**config.mk**
```make
export PLATFORM = sky130hd
export DESIGN_NAME = icdf_urng_decoder
export DESIGN_NICKNAME = d
export VERILOG_FILES = /design/src/rtl/icdf_pkg.sv /design/src/rtl/lzc63.sv /design/src/rtl/icdf_urng_decoder.sv
export SDC_FILE = /design/constraint.sdc
export NUM_CORES = 1
export LEC_CHECK = 0
export ABC_AREA = 1
export BUFFER_PORTS_ARGS = -buffer_cell sky130_fd_sc_hd__buf_2
export CORE_ASPECT_RATIO = 1.25
export CORE_MARGIN = 3
export CORE_UTILIZATION = 60
export CTS_BUF_LIST = sky130_fd_sc_hd__clkbuf_8 sky130_fd_sc_hd__clkbuf_16
export CTS_CLUSTER_DIAMETER = 50
export CTS_CLUSTER_SIZE = 30
export DETAILED_ROUTE_END_ITERATION = 12
export GPL_ROUTABILITY_DRIVEN = 0
export HOLD_SLACK_MARGIN = 0.12
export PLACE_DENSITY = 0.81
export REMOVE_ABC_BUFFERS = 1
export SLEW_MARGIN = 15
export SYNTH_ARGS = -nofsm -noshare
export SYNTH_HDL_FRONTEND = slang
export SYNTH_SLANG_ARGS = --single-unit
```
**constraint.sdc**
```tcl
create_clock -name clk -period 16.2 [get_ports clk]
set_input_delay 3.24 -clock clk [delete_from_list [all_inputs] [get_ports clk]]
set_output_delay 3.24 -clock clk [all_outputs]
set_load 0.02 [all_outputs]
```
**src/rtl/icdf_pkg.sv**
```systemverilog
// Shared widths and state encoding for the ICDF URNG decoder.
package icdf_pkg;

  localparam int SEG_W  = 6;
  localparam int URNG_W = 64;

  localparam logic [1:0] ENC_IDLE   = 2'd0;
  localparam logic [1:0] ENC_WARMUP = 2'd1;
  localparam logic [1:0] ENC_RUN    = 2'd2;
  localparam logic [1:0] ENC_DRAIN  = 2'd3;

  typedef enum logic [1:0] {
    ST_IDLE   = ENC_IDLE,
    ST_WARMUP = ENC_WARMUP,
    ST_RUN    = ENC_RUN,
    ST_DRAIN  = ENC_DRAIN
  } state_e;

endpackage

```
**src/rtl/lzc63.sv**
```systemverilog
// Leading-zero counter over a 63-bit magnitude; an all-zero input reports 63.
module lzc63 (
  input  logic [62:0] din,
  output logic [5:0]  lz
);

  // Scan upward so the highest set bit writes last and wins.
  always_comb begin
    lz = 6'd63;
    for (int i = 0; i <= 62; i++) begin
      if (din[i]) lz = 6'(62 - i);
    end
  end

endmodule

```
**src/rtl/icdf_urng_decoder.sv**
```systemverilog
// Consumer-side controller for the 64-bit Tausworthe URNG: sequences the
// generator enable, discards warm-up output, decodes each captured word into
// sign / segment index / segment offset and queues results for the lookup stage.
//
// state  | meaning
// -------+-------------------------------------------------------------
// IDLE   | generator held in reseed (en_taus=0), waiting for start
// WARMUP | generator running, output discarded until warm-up completes
// RUN    | generator running, one word captured per cycle
// DRAIN  | generator stopped, in-flight words flushed to the consumer
module icdf_urng_decoder
  import icdf_pkg::*;
#(
  parameter int WARMUP  = 8,
  parameter int MAX_SEG = 62,
  parameter int OFF_W   = 8,
  parameter int DEPTH   = 4
) (
  input  logic              clk,
  input  logic              rst,
  input  logic              start,
  output logic              en_taus,
  input  logic [URNG_W-1:0] taus_in,
  output logic              seg_valid,
  input  logic              seg_ready,
  output logic              seg_sign,
  output logic [SEG_W-1:0]  seg_idx,
  output logic [OFF_W-1:0]  seg_off,
  output logic [15:0]       drop_cnt,
  output logic              busy
);

  // The RUN state is entered one edge early so that the first RUN-edge
  // sample lands on the WARMUP-th edge after en_taus rises (needs WARMUP >= 2).
  localparam int               CNT_W   = ($clog2(WARMUP) > 0) ? $clog2(WARMUP) : 1;
  localparam logic [CNT_W-1:0] WU_LAST = CNT_W'(WARMUP - 2);
  localparam int               AW      = $clog2(DEPTH);
  localparam int               PTR_W   = AW + 1;
  localparam int               ENT_W   = 1 + SEG_W + OFF_W;

  state_e           state_q, state_d;
  logic [CNT_W-1:0] wu_cnt_q, wu_cnt_d;
  logic             en_taus_q, en_taus_d;
  logic             busy_q, busy_d;

  logic              s1_v_q, s1_v_d;
  logic [URNG_W-1:0] s1_w_q, s1_w_d;
  logic              s2_v_q, s2_v_d;
  logic [ENT_W-1:0]  s2_ent_q, s2_ent_d;

  logic [ENT_W-1:0] fifo_q [DEPTH];
  logic [ENT_W-1:0] fifo_d [DEPTH];
  logic [PTR_W-1:0] wr_ptr_q, wr_ptr_d;
  logic [PTR_W-1:0] rd_ptr_q, rd_ptr_d;
  logic [15:0]      drop_cnt_q, drop_cnt_d;

  logic             capture;
  logic [62:0]      mag;
  logic [5:0]       lz;
  logic [62:0]      shifted;
  logic [SEG_W-1:0] dec_idx;
  logic [OFF_W-1:0] dec_off;

  logic             fifo_empty, fifo_full;
  logic             push, pop, drop;
  logic [ENT_W-1:0] head;

  // Next-state logic for the sequencing FSM.
  always_comb begin
    state_d  = state_q;
    wu_cnt_d = wu_cnt_q;
    case (state_q)
      ST_IDLE: begin
        if (start) begin
          state_d  = ST_WARMUP;
          wu_cnt_d = '0;
        end
      end
      ST_WARMUP: begin
        wu_cnt_d = wu_cnt_q + 1'b1;
        if (!start)                  state_d = ST_DRAIN;
        else if (wu_cnt_q == WU_LAST) state_d = ST_RUN;
      end
      ST_RUN: begin
        if (!start) state_d = ST_DRAIN;
      end
      ST_DRAIN: begin
        if (!s1_v_q && !s2_v_q && fifo_empty) state_d = ST_IDLE;
      end
      default: state_d = ST_IDLE;
    endcase
    en_taus_d = (state_d == ST_WARMUP) || (state_d == ST_RUN);
    busy_d    = (state_d != ST_IDLE);
  end

  // FSM state, warm-up counter and registered control outputs.
  always_ff @(posedge clk or negedge rst) begin
    if (!rst) begin
      state_q   <= ST_IDLE;
      wu_cnt_q  <= '0;
      en_taus_q <= 1'b0;
      busy_q    <= 1'b0;
    end else begin
      state_q   <= state_d;
      wu_cnt_q  <= wu_cnt_d;
      en_taus_q <= en_taus_d;
      busy_q    <= busy_d;
    end
  end

  assign capture = (state_q == ST_RUN);
  assign mag     = s1_w_q[62:0];

  lzc63 u_lzc (
    .din (mag),
    .lz  (lz)
  );

  // Decode: shifting past the leading one leaves the offset bits at the top, zero-filled.
  always_comb begin
    shifted = mag << (7'(lz) + 7'd1);
    if (lz >= SEG_W'(MAX_SEG)) begin
      dec_idx = SEG_W'(MAX_SEG);
      dec_off = '0;
    end else begin
      dec_idx = lz;
      dec_off = shifted[62 -: OFF_W];
    end
    s1_v_d   = capture;
    s1_w_d   = capture ? taus_in : s1_w_q;
    s2_v_d   = s1_v_q;
    s2_ent_d = {s1_w_q[63], dec_idx, dec_off};
  end

  // Capture and decode pipeline; never stalls because the URNG cannot pause.
  always_ff @(posedge clk or negedge rst) begin
    if (!rst) begin
      s1_v_q   <= 1'b0;
      s1_w_q   <= '0;
      s2_v_q   <= 1'b0;
      s2_ent_q <= '0;
    end else begin
      s1_v_q   <= s1_v_d;
      s1_w_q   <= s1_w_d;
      s2_v_q   <= s2_v_d;
      s2_ent_q <= s2_ent_d;
    end
  end

  assign fifo_empty = (wr_ptr_q == rd_ptr_q);
  assign fifo_full  = (wr_ptr_q[AW] != rd_ptr_q[AW]) &&
                      (wr_ptr_q[AW-1:0] == rd_ptr_q[AW-1:0]);
  assign pop        = !fifo_empty && seg_ready;
  assign push       = s2_v_q && (!fifo_full || pop);
  assign drop       = s2_v_q && fifo_full && !pop;

  // FIFO write, pointer advance and saturating drop counter.
  always_comb begin
    fifo_d = fifo_q;
    if (push) fifo_d[wr_ptr_q[AW-1:0]] = s2_ent_q;
    wr_ptr_d   = push ? (wr_ptr_q + PTR_W'(1)) : wr_ptr_q;
    rd_ptr_d   = pop  ? (rd_ptr_q + PTR_W'(1)) : rd_ptr_q;
    drop_cnt_d = drop_cnt_q;
    if (drop && (drop_cnt_q != 16'hFFFF)) drop_cnt_d = drop_cnt_q + 16'd1;
  end

  // FIFO storage and pointers.
  always_ff @(posedge clk or negedge rst) begin
    if (!rst) begin
      for (int i = 0; i < DEPTH; i++) fifo_q[i] <= '0;
      wr_ptr_q   <= '0;
      rd_ptr_q   <= '0;
      drop_cnt_q <= '0;
    end else begin
      fifo_q     <= fifo_d;
      wr_ptr_q   <= wr_ptr_d;
      rd_ptr_q   <= rd_ptr_d;
      drop_cnt_q <= drop_cnt_d;
    end
  end

  assign head      = fifo_q[rd_ptr_q[AW-1:0]];
  assign seg_valid = !fifo_empty;
  assign seg_sign  = head[ENT_W-1];
  assign seg_idx   = head[OFF_W +: SEG_W];
  assign seg_off   = head[OFF_W-1:0];
  assign en_taus   = en_taus_q;
  assign busy      = busy_q;
  assign drop_cnt  = drop_cnt_q;

endmodule
```
==> impl_metrics.py <==
metrics = {
    "clock_tree": {
        "h-tree-depth": 4,
        "postCtsSetupRepairBufs": 0,
        "cts.clk_slew.worst_paths_ns": 0.07,
        "cts_repair_resize_count": 0,
        "cts_sinks": 170,
        "numCtsBuffers": 17,
        "ctsHoldBuffers": 0,
        "cts_buffer_depth": 2,
        "clkLatencyLatePin_ns": 0.44,
        "cts_root_buffer": "clkbuf_16",
        "cts_tree": "done",
    },
    "worst_setup_path": {
        "critPathMaxFanout": 66,
        "critPathArrivalTime_ns": 8.33,
        "cp.required_ns": 16.56,
        "startpoint": "s1_w_q[0]",
        "r2r_start": "s1_w_q[0]",
        "max_stage_delay_ns": 1.10,
        "cpMostUsedCell": "nand2_1",
        "worstSetupEndpointType": "flip-flop",
        "r2r_slack_ns": 8.23,
        "worst-setup-path-type": "reg -> reg",
        "crit_slowest_cell": "ha_2",
        "crit_path_start_kind": "flip-flop",
    },
    "grt": {
        "antenna_found_initial": 0,
        "use_met3": 0.0445,
        "first_global_vias": 9306,
        "top_usage_layer": "met2",
        "grt_pass1_wl_mm": 43.3,
        "gr-usage-all-layers": 0.277,
        "grt.overflow.total": 0,
        "use_met1": 0.365,
        "grt_max_degree": 93,
        "groute.layer.met2.usage": 0.462,
    },
    "die": {
        "initial_core_util": 0.616,
        "rows": 53,
        "core_area_sq_mm": 0.0170,
        "io_pins": 102,
        "dieArea_sq_mm": 0.0191,
        "die_w_um": 124,
        "die_y_um": 154,
    },
    "timing": {
        "timing.hold.ws_ns": 0.380,
        "setup_viol": 0,
        "max_slew_margin": 0.229,
        "skew_ns": 0.00986,
        "post-route-period-util": 0.492,
        "finalHoldViolCount": 0,
        "fin_crit_ns": 7.97,
        "grt_setup_unrepaired": "no",
        "tns_ns": 0,
        "fmax_mhz": 125,
        "tightest_slew_ns": 1.15,
        "drv_slew": 0,
    },
    "flow_run": {
        "maxCapViolations": 0,
    },
    "synth": {
        "syn_avg_cell_area_sq_um": 7.33,
        "async_flop_share": 1.00,
        "synth_cell_types": 32,
        "postSynthCellCount": 1428,
        "synth-seq-cells": 170,
        "ys_seq_area_frac": 0.407,
        "synth_ff_type": "dfrtp_1",
        "synth_edf_count": 0,
        "syn_area_sq_mm": 0.0105,
        "synth_warnings": 0,
    },
    "place": {
        "hpwl_mm": 17.2,
        "place_inst": 1683,
        "portBuffers": 101,
    },
    "detailed_routing": {
        "wirelength_mm": 25.3,
        "route.antenna.remaining_nets": 0,
        "routedWlPerCell_um": 14.8,
        "drtPass1Iterations": 5,
        "drc": 0,
        "vias": 9849,
        "vias_per_cell": 5.74,
        "drt_iter0_markers": 953,
    },
    "layout": {
        "final_cell_mix": "nand2_1 (360), nand3_1 (333), dfrtp_1 (170)",
        "fin_util": 0.681,
        "area_delta_synth_final_pct": 10.5,
        "final_common_cell": "nand2_1",
        "diodes": 0,
        "nets": 1561,
        "final_cell_count_no_fill": 1715,
        "layout-drive-gt1-share": 0.147,
    },
    "hold_path": {
        "holdCritPathClass": "reg -> reg",
        "hold_start": "s1_v_q",
    },
    "status": {
        "status": "complete, no violations",
    },
}
## through the flow
stage	worst slack [ns]	instance area, sq um
global placement	8.10	11000
floorplan	6.72	10100
finish	8.23	11600
detailed placement	7.96	11000
global route	7.04	11600
CTS	7.91	11600
## flip-flops by register name (all words and copies together), names as in the netlist, 2 cells and up
register  count
drop_cnt     16
fifo_q       60
rd_ptr_q      3
s1_w_q       64
s2_ent_q     15
state_q       2
wr_ptr_q      3
wu_cnt_q      3
## synthesized netlist by cell type, types with 9 or more instances
master | n | area (sq um)
a21oi_1 | 17 | 85.1
buf_1 | 9 | 33.8
buf_2 | 9 | 45.0
clkbuf_1 | 47 | 176
dfrtp_1 | 170 | 4250
ha_1 | 11 | 138
inv_1 | 100 | 375
mux2_2 | 61 | 687
nand2_1 | 361 | 1360
nand3_1 | 333 | 1670
nor2_1 | 99 | 372
nor4_1 | 17 | 106
o21ai_0 | 103 | 515
o22ai_1 | 15 | 93.8
xor2_1 | 18 | 158
## cell families (layout without fill, tap and decap cells)
logic type               count (synthesis)  in the layout  synth area share
XOR/XNOR                                25             25            0.0209
buffers and inverters                  182            249            0.0725
multiplexers                            61             61            0.0657
flip-flops                             170            170             0.407
adder cells (fa/ha/maj)                 11             11            0.0132
AND/OR/NAND/NOR                        829            829             0.345
AO/OA/AOI/OAI                          150            150            0.0763
## path summary, 6_finish.rpt
check,endpoint,cells past startpoint
worst max-delay path,s2_ent_q[7],71
worst min-delay path,s2_v_q,0
max in group asynchronous,s1_w_q[49],2
worst max register to register,s2_ent_q[7],71
worst min register to register,s2_v_q,0
min in group asynchronous,drop_cnt[5],1
## final cells by class
cell class | count | area [sq um]
multi-input cells | 1076 | 5480
fillers | 1503 | 5410
flip-flops and latches | 170 | 4250
repair buffers | 110 | 579
clock buffers | 17 | 425
inverters | 107 | 402
well taps | 220 | 275
clock inverters | 15 | 149
## critical path: cells and delay by family (launching register included)
family | cells | cell delay [ns]
adders and majority gates | 1 | 1.10
buffers and inverters | 2 | 0.92
DFF | 1 | 0.42
and+or+nand+nor | 68 | 5.33
## layer usage
layer,wire length [um],vias up,share of wire
met2,12400,313,0.49
met5,0,-,0
met1,11000,4589,0.43
met3,1210,57,0.048
met4,700,0,0.028
li1,-,4890,-
Power is not shown: default switching activity piles up to over one toggle a cycle in this logic, so the estimate is an artifact.
